### src/rtl/pipe_pkg.sv
// Shared pipeline-control types: sequencer state and per-stage freeze/flush record.
package pipe_pkg;

    localparam int unsigned DEF_REG_ADDR_W = 4;

    typedef enum logic {
        RUN      = 1'b0,
        MEM_WAIT = 1'b1
    } pipeStateT;

    // One freeze (load inhibit) or flush (synchronous clear) bit per pipeline register.
    typedef struct packed {
        logic freezePC;
        logic freezeIFID;
        logic freezeIDEX;
        logic freezeEXMEM;
        logic freezeMEMWB;
        logic flushIFID;
        logic flushIDEX;
    } pipeCtrlT;

endpackage

### src/rtl/hazard_detect.sv
// RAW hazard comparator between the ID-stage sources and the EX/MEM destinations.
module hazard_detect
    import pipe_pkg::*;
#(
    parameter int unsigned REG_ADDR_W = DEF_REG_ADDR_W
) (
    input  logic                  fwdEn,
    input  logic [REG_ADDR_W-1:0] src1,
    input  logic [REG_ADDR_W-1:0] src2,
    input  logic                  twoSrc,
    input  logic                  src1Valid,
    input  logic [REG_ADDR_W-1:0] exDest,
    input  logic                  exWbEn,
    input  logic                  exMemRead,
    input  logic [REG_ADDR_W-1:0] memDest,
    input  logic                  memWbEn,
    output logic                  hz
);

    logic exHit1, exHit2, memHit1, memHit2;

    // With forwarding only a load in EX cannot be bypassed; without it every pending write stalls.
    always_comb begin
        exHit1  = src1Valid & exWbEn  & (src1 == exDest);
        exHit2  = twoSrc    & exWbEn  & (src2 == exDest);
        memHit1 = src1Valid & memWbEn & (src1 == memDest);
        memHit2 = twoSrc    & memWbEn & (src2 == memDest);
        if (fwdEn) begin
            hz = (exHit1 | exHit2) & exMemRead;
        end else begin
            hz = exHit1 | exHit2 | memHit1 | memHit2;
        end
    end

endmodule

### src/rtl/hazard_ctrl.sv
// Pipeline sequencer: freeze/flush generation, SRAM wait tracking, stall statistics.
module hazard_ctrl
    import pipe_pkg::*;
#(
    parameter int unsigned REG_ADDR_W = DEF_REG_ADDR_W,
    parameter int unsigned CNT_W      = 16,
    parameter int unsigned MAX_WAIT   = 255
) (
    input  logic                  clk,
    input  logic                  rst,
    input  logic                  fwdEn,
    input  logic [REG_ADDR_W-1:0] src1,
    input  logic [REG_ADDR_W-1:0] src2,
    input  logic                  twoSrc,
    input  logic                  src1Valid,
    input  logic [REG_ADDR_W-1:0] exDest,
    input  logic                  exWbEn,
    input  logic                  exMemRead,
    input  logic [REG_ADDR_W-1:0] memDest,
    input  logic                  memWbEn,
    input  logic                  memReq,
    input  logic                  sramReady,
    input  logic                  branchTaken,
    output logic                  freezePC,
    output logic                  freezeIFID,
    output logic                  freezeIDEX,
    output logic                  freezeEXMEM,
    output logic                  freezeMEMWB,
    output logic                  flushIFID,
    output logic                  flushIDEX,
    output logic [CNT_W-1:0]      stallCount,
    output logic                  waitTimeout
);

    localparam int unsigned       WAIT_W     = $clog2(MAX_WAIT + 1);
    localparam logic [WAIT_W-1:0] WAIT_LIMIT = WAIT_W'(MAX_WAIT);

    pipeStateT         state, stateNext;
    pipeCtrlT          ctrl;
    logic              hz, memStall, anyFreeze;
    logic [WAIT_W-1:0] waitCnt, waitNext;
    logic [CNT_W-1:0]  stallCnt;
    logic              timeoutFlag;

    hazard_detect #(
        .REG_ADDR_W(REG_ADDR_W)
    ) uDetect (
        .fwdEn    (fwdEn),
        .src1     (src1),
        .src2     (src2),
        .twoSrc   (twoSrc),
        .src1Valid(src1Valid),
        .exDest   (exDest),
        .exWbEn   (exWbEn),
        .exMemRead(exMemRead),
        .memDest  (memDest),
        .memWbEn  (memWbEn),
        .hz       (hz)
    );

    // Sequencer state register.
    always_ff @(posedge clk or posedge rst) begin
        if (rst) begin
            state <= RUN;
        end else begin
            state <= stateNext;
        end
    end

    // Next state and prioritised controls: memory stall > branch squash > hazard bubble.
    always_comb begin
        stateNext = state;
        memStall  = 1'b0;
        ctrl      = '0;
        case (state)
            RUN: begin
                if (memReq && !sramReady) begin
                    memStall  = 1'b1;
                    stateNext = MEM_WAIT;
                end
            end
            MEM_WAIT: begin
                // memReq is held by the SRAM controller while frozen, so only completion matters.
                if (sramReady) begin
                    stateNext = RUN;
                end else begin
                    memStall = 1'b1;
                end
            end
            default: stateNext = RUN;
        endcase

        if (memStall) begin
            ctrl.freezePC    = 1'b1;
            ctrl.freezeIFID  = 1'b1;
            ctrl.freezeIDEX  = 1'b1;
            ctrl.freezeEXMEM = 1'b1;
            ctrl.freezeMEMWB = 1'b1;
        end else if (branchTaken) begin
            ctrl.flushIFID = 1'b1;
            ctrl.flushIDEX = 1'b1;
        end else if (hz) begin
            ctrl.freezePC   = 1'b1;
            ctrl.freezeIFID = 1'b1;
            ctrl.flushIDEX  = 1'b1;
        end

        anyFreeze = ctrl.freezePC | ctrl.freezeIFID | ctrl.freezeIDEX
                  | ctrl.freezeEXMEM | ctrl.freezeMEMWB;
        waitNext  = (waitCnt == WAIT_LIMIT) ? waitCnt : waitCnt + 1'b1;
    end

    // Wait-cycle counter and sticky timeout; counting restarts whenever the FSM is back in RUN.
    always_ff @(posedge clk or posedge rst) begin
        if (rst) begin
            waitCnt     <= '0;
            timeoutFlag <= 1'b0;
        end else if (state == MEM_WAIT && !sramReady) begin
            waitCnt <= waitNext;
            if (waitNext == WAIT_LIMIT) begin
                timeoutFlag <= 1'b1;
            end
        end else begin
            waitCnt <= '0;
        end
    end

    // Saturating count of cycles with any freeze asserted.
    always_ff @(posedge clk or posedge rst) begin
        if (rst) begin
            stallCnt <= '0;
        end else if (anyFreeze && stallCnt != '1) begin
            stallCnt <= stallCnt + 1'b1;
        end
    end

    assign freezePC    = ctrl.freezePC;
    assign freezeIFID  = ctrl.freezeIFID;
    assign freezeIDEX  = ctrl.freezeIDEX;
    assign freezeEXMEM = ctrl.freezeEXMEM;
    assign freezeMEMWB = ctrl.freezeMEMWB;
    assign flushIFID   = ctrl.flushIFID;
    assign flushIDEX   = ctrl.flushIDEX;
    assign stallCount  = stallCnt;
    assign waitTimeout = timeoutFlag;

endmodule

### config.mk
export PLATFORM = sky130hd
export DESIGN_NAME = hazard_ctrl
export DESIGN_NICKNAME = d
export VERILOG_FILES = /design/src/rtl/pipe_pkg.sv /design/src/rtl/hazard_detect.sv /design/src/rtl/hazard_ctrl.sv
export SDC_FILE = /design/constraint.sdc
export NUM_CORES = 1
export LEC_CHECK = 0
export ABC_CLOCK_PERIOD_IN_PS = 2700
export CORE_MARGIN = 2
export CORE_UTILIZATION = 47
export CTS_CLUSTER_SIZE = 20
export DETAILED_ROUTE_END_ITERATION = 16
export GPL_TIMING_DRIVEN = 0
export PLACE_DENSITY = 0.88
export SLEW_MARGIN = 20
export SYNTH_ARGS = -nofsm -noshare
export SYNTH_HDL_FRONTEND = slang
export SYNTH_HIERARCHICAL = 1
export SYNTH_SLANG_ARGS = --single-unit
export TNS_END_PERCENT = 5
### constraint.sdc
create_clock -name clk -period 2.7 [get_ports clk]
set_clock_uncertainty 0.2 [all_clocks]
set_input_delay 0.54 -clock clk [delete_from_list [all_inputs] [get_ports clk]]
set_output_delay 0.54 -clock clk [all_outputs]
set_load 0.01 [all_outputs]
# Word level (Yosys, flattened, before mapping)
# Index checks and enable logic that the tools add are counted.
# op_classes
n_addsub	2
n_eq_ne	7
n_reduce_logical	5
muxes	14
bitwise_logic	17
# op_table
operator	count
$add 16x1->16 const B	1
$eq 4x4->1	4
$eq 8x8->1 const B	2
$mux 8	2
$ne 16x16->1 const B	1
$and 1x1->1	9
$add 8x1->8 const B	1
$mux 2	4
$or 1x1->1	7
$mux 1	6
$logic_and 1x1->1	3
$mux 3	1
$pmux 1 s2	1
$reduce_and 2->1	1
$logic_not 1->1	1
$not 1->1	1
# totals
input_bits	27
output_inout_bits	24
elab_cells	49
reg_bits	26

# Depth between registers and ports, before layout
# depth
ltp_word	14
depth_mapped	8

# Hierarchy
# The synthesis kept the hierarchy.
# by_module_without_submodules
module	cells_each	instances	area_each_um2
hazard_ctrl	148	1	1471.4
hazard_detect	33	1	237.7

# Worst setup path before layout
# No wires, ideal clock.
# synth_path
kind	input -> output
from	in exDest[1]
to	out freezePC
path_buffers	1
path_stages	7
arrival_ns	1.919
slack_ns	0.041
path_cell_list	nor2b_1 > a2111oi_2 > a32oi_1 > a32oi_1 > nor2b_1 > or2_2 > buf_4
# synth_via
elab_chain_cells	9
word_cells_on_any_way	12
cone_classes	2 x eq/ne; 4 x mux; 6 x bitwise
# synth_rtl
item	line	text
start, declared	hazard_ctrl.sv:16	input logic [REG_ADDR_W-1:0] exDest,
$eq 4x4->1, on equally long branches	hazard_detect.sv:24, hazard_detect.sv:25	
$and 1x1->1, on equally long branches	hazard_detect.sv:24, hazard_detect.sv:25	
$or 1x1->1 *	hazard_detect.sv:29, hazard_detect.sv:31	
$or 1x1->1 (2 in series)	hazard_detect.sv:31	hz = exHit1 | exHit2 | memHit1 | memHit2;
$mux 1 *	hazard_detect.sv:28	if (fwdEn) begin
net hz	hazard_ctrl.sv:40	logic hz, memStall, anyFreeze;
$mux 2 *	hazard_ctrl.sv:102	end else if (hz) begin
$mux 2 *	hazard_ctrl.sv:99	end else if (branchTaken) begin
$mux 2 *	hazard_ctrl.sv:93	if (memStall) begin
end, declared	hazard_ctrl.sv:24	output logic freezePC,
# The timed path passes the listed nets; every way through them passes the cells marked *.

# Worst setup path after layout
# layout_path
from	in src2[3]
to	out freezePC
# layout_via
elab_chain_cells	9
word_cells_on_any_way	12
cone_classes	2 x eq/ne; 4 x mux; 6 x bitwise
# layout_rtl
item	line	text
start, declared	hazard_ctrl.sv:13	input logic [REG_ADDR_W-1:0] src2,
$eq 4x4->1	hazard_detect.sv:25	exHit2 = twoSrc & exWbEn & (src2 == exDest);
$and 1x1->1	hazard_detect.sv:25	
$or 1x1->1	hazard_detect.sv:29, hazard_detect.sv:31	
$or 1x1->1 (2 in series)	hazard_detect.sv:31	
$mux 1 *	hazard_detect.sv:28	
net hz	hazard_ctrl.sv:40	
$mux 2 *	hazard_ctrl.sv:102	
$mux 2 *	hazard_ctrl.sv:99	
$mux 2 *	hazard_ctrl.sv:93	
# Marks and branches as above.

==> impl_metrics.json <==
{
  "drc_errors": 0,
  "avgSynthCellArea_um2": 9.443,
  "synth-async-reset-ratio_pct": 100.0,
  "crit_end": "freezePC",
  "cp.required_ps": 1960,
  "root_buffer": "clkbuf_4",
  "violations": "setup timing",
  "h-tree-depth": 1,
  "vias_per_cell": 5.470,
  "grt_pass1_wl_mm": 7.031,
  "first_pass_iters": 4,
  "netlist_area_um2": 1709,
  "critPathCaptureType": "primary output",
  "reg2reg_slack_ps": 520,
  "ctsHoldBuffers": 0,
  "hold_ws_ps": 289.0,
  "hpwl_mm": 3.064,
  "ys_types": 49,
  "slew_headroom_pct": 56.36,
  "finalMaxSlewViolations": 0,
  "r2r-start": "stallCount[0]",
  "hp-class": "reg -> reg",
  "wire_per_inst_um": 14.68,
  "tightest_slew_ps": 647.8,
  "critPathKind": "in -> out",
  "grt_pass1_vias": 1554,
  "cts.reportedPaths.clkPinSlew_ps": 150,
  "synth_edf_count": 0,
  "ant_nets": 0,
  "boundaryPins": 51,
  "irDropWorstVdd_mv": 0.5164,
  "cts_tree": "built",
  "outcome": "finished, violations left",
  "crit_path_max_fanout": 5,
  "yosys.area.top_type": "dfrtp_1",
  "hold_viol": 0,
  "period_share_pct": 102.0,
  "worstHoldPathCells": 1,
  "grt_setup_unrepaired": "yes",
  "synth_top_cell_area_share_pct": 38.07,
  "preCtsSetupSlack_ps": -1176,
  "die_h_um": 64.31,
  "reg2reg_depth": 5,
  "clockBufferDepth": 2,
  "place.gp.congestion": 0.9022,
  "fmax_mhz": 362.9,
  "p_leak_nw": 1.084,
  "gr-total-overflow": 0,
  "final_common_cell": "dfrtp_1",
  "yosys_warnings": 6,
  "dpl_cell_area_um2": 2267,
  "drive_above_1_share_pct": 24.27,
  "insertion_delay_ps": 320,
  "mostFrequentLayoutCells": "dfrtp_1, clkdlybuf4s50_1, xor2_1",
  "tns_ps": -57.59,
  "num_rows": 21,
  "dieWidth_um": 64.31,
  "holdCritStartpoint": "waitTimeout",
  "finalInstanceArea_um2": 2354,
  "area_growth_pct": 37.70,
  "cp.arrival_ps": 2020,
  "yosysSeqAreaShare_pct": 38.07,
  "grt_max_degree": 27,
  "grtUsageTotal_pct": 21.31,
  "setup_viol": 2,
  "start_kind": "input port",
  "vias": 1559,
  "fillCellCount": 265,
  "finalWorstSetupSlack_ps": -55.26,
  "die_area_um2": 4135,
  "design.core.area_um2": 3416,
  "fin_nets": 269,
  "clock_sinks": 26,
  "ys.flop_type": "dfrtp_1",
  "maxCapViolCount": 0,
  "antenna_cells": 0,
  "synth_nets": 210,
  "postLayoutCoreUtil_pct": 68.90,
  "port_buffers": 50,
  "ys_top_cells_by_area": "dfrtp_1, xor2_1, xnor2_1",
  "syn_inst": 181,
  "start_util_pct": 50.04,
  "ys_ff_latch": 26,
  "power_density_nw_per_um2": 506.6,
  "period_needed_ps": 2755,
  "reg2reg_to": "stallCount[7]",
  "drt_first_iter_violations": 88,
  "crit_path_start": "src2[3]",
  "cts_buffers": 3,
  "antenna_found_initial": 0,
  "routed_wl_mm": 4.185
}
==> metrics by stage <==
step                      total power [W]  instances
after floorplan                 0.0007054        181
after global placement          0.0009083        277
after detailed placement        0.0009181        277
after CTS                        0.001196        284
after global routing             0.001247        285
final                            0.001192        285
==> flip-flops by register name, summed over array words and instances, names as in the netlist <==
name         flops
state            1
stallCount      16
waitTimeout      1
waitCnt          8
==> cell families (layout without fill, tap and decap cells) <==
family / after synthesis / after routing / share of synthesized area, %
AO/OA/AOI/OAI: 32 / 32 / 14.28
XOR/XNOR: 29 / 29 / 14.86
adder cells (fa/ha/maj): 2 / 2 / 1.464
buffers and inverters: 21 / 79 / 5.929
flip-flops: 26 / 26 / 38.07
multiplexers: 4 / 4 / 2.635
AND/OR/NAND/NOR: 67 / 67 / 22.77
==> cell type report <==
class                      count  area, µm²  share of cell area (%)
timing repair buffer          54      465.4                   19.78
clock buffer                   3      22.52                  0.9569
sequential                    26      650.6                   27.64
clock inverter                 1      30.03                   1.276
buffer                        11      67.56                   2.871
multi-input combinational    134       1022                   43.43
tap                           46      57.56                   2.446
inverter                      10      37.54                   1.595
==> power breakdown <==
| part | switching (W) | internal (W) |
|---|---|---|
| clock | 0.000119 | 0.000150 |
| combinational | 0.000176 | 0.000224 |
| sequential | 0.0000789 | 0.000445 |
==> worst max-delay path, stage by stage <==
cell       delay (ps)
buf_4             110
inv_2              50
a2111oi_4         390
a32oi_1           180
a32oi_2           230
nor2b_4           190
or2_4             150
buf_6              90
buf_6              90
==> worst min path at each step <==
stage | end | slack [ps]
6_report | waitTimeout | 290
5_1_grt | waitTimeout | 330
4_1_cts | waitTimeout | 290
3_5_place_dp | waitTimeout | 260
3_3_place_gp | waitTimeout | 270
2_1_floorplan | waitTimeout | 310
==> metal layers <==
metal | share of wire (%) | vias up | routed length (µm) | GRT usage (%)
li1 | - | 764 | - | -
met1 | 44 | 755 | 1821 | 25.81
met2 | 52 | 36 | 2159 | 39.19
met3 | 4.2 | 4 | 175 | 4.049
met4 | 0.69 | 0 | 29 | 4.255
met5 | 0 | - | 0 | 0
==> synthesized netlist by cell type, drive strengths merged (2+ instances only) <==
master and number:
a211oi 3, nand4 5, o21bai 2, o21ai 3, and3 4, nand3 6
dfrtp 26, xnor2 8, nor4 4, or2 2, nor2 12, a21oi 6
nand2 14, xor2 21, inv 10, clkbuf 3, ha 2, a32oi 2
and4 2, nor2b 4, a31oi 4, nor3 10, buf 8, mux2i 3
a41oi 2, a2111oi 2
==> timing repair <==
action / 4_1_cts / 5_1_grt
pin swaps: 14 / 11
endpoints found under the setup margin: 18 / 5
hold endpoints to repair: 0 / 0
resized for setup: 85 / 13
setup buffers: 3 / 1
No activity file was read; power rests on OpenSTA's default activity.
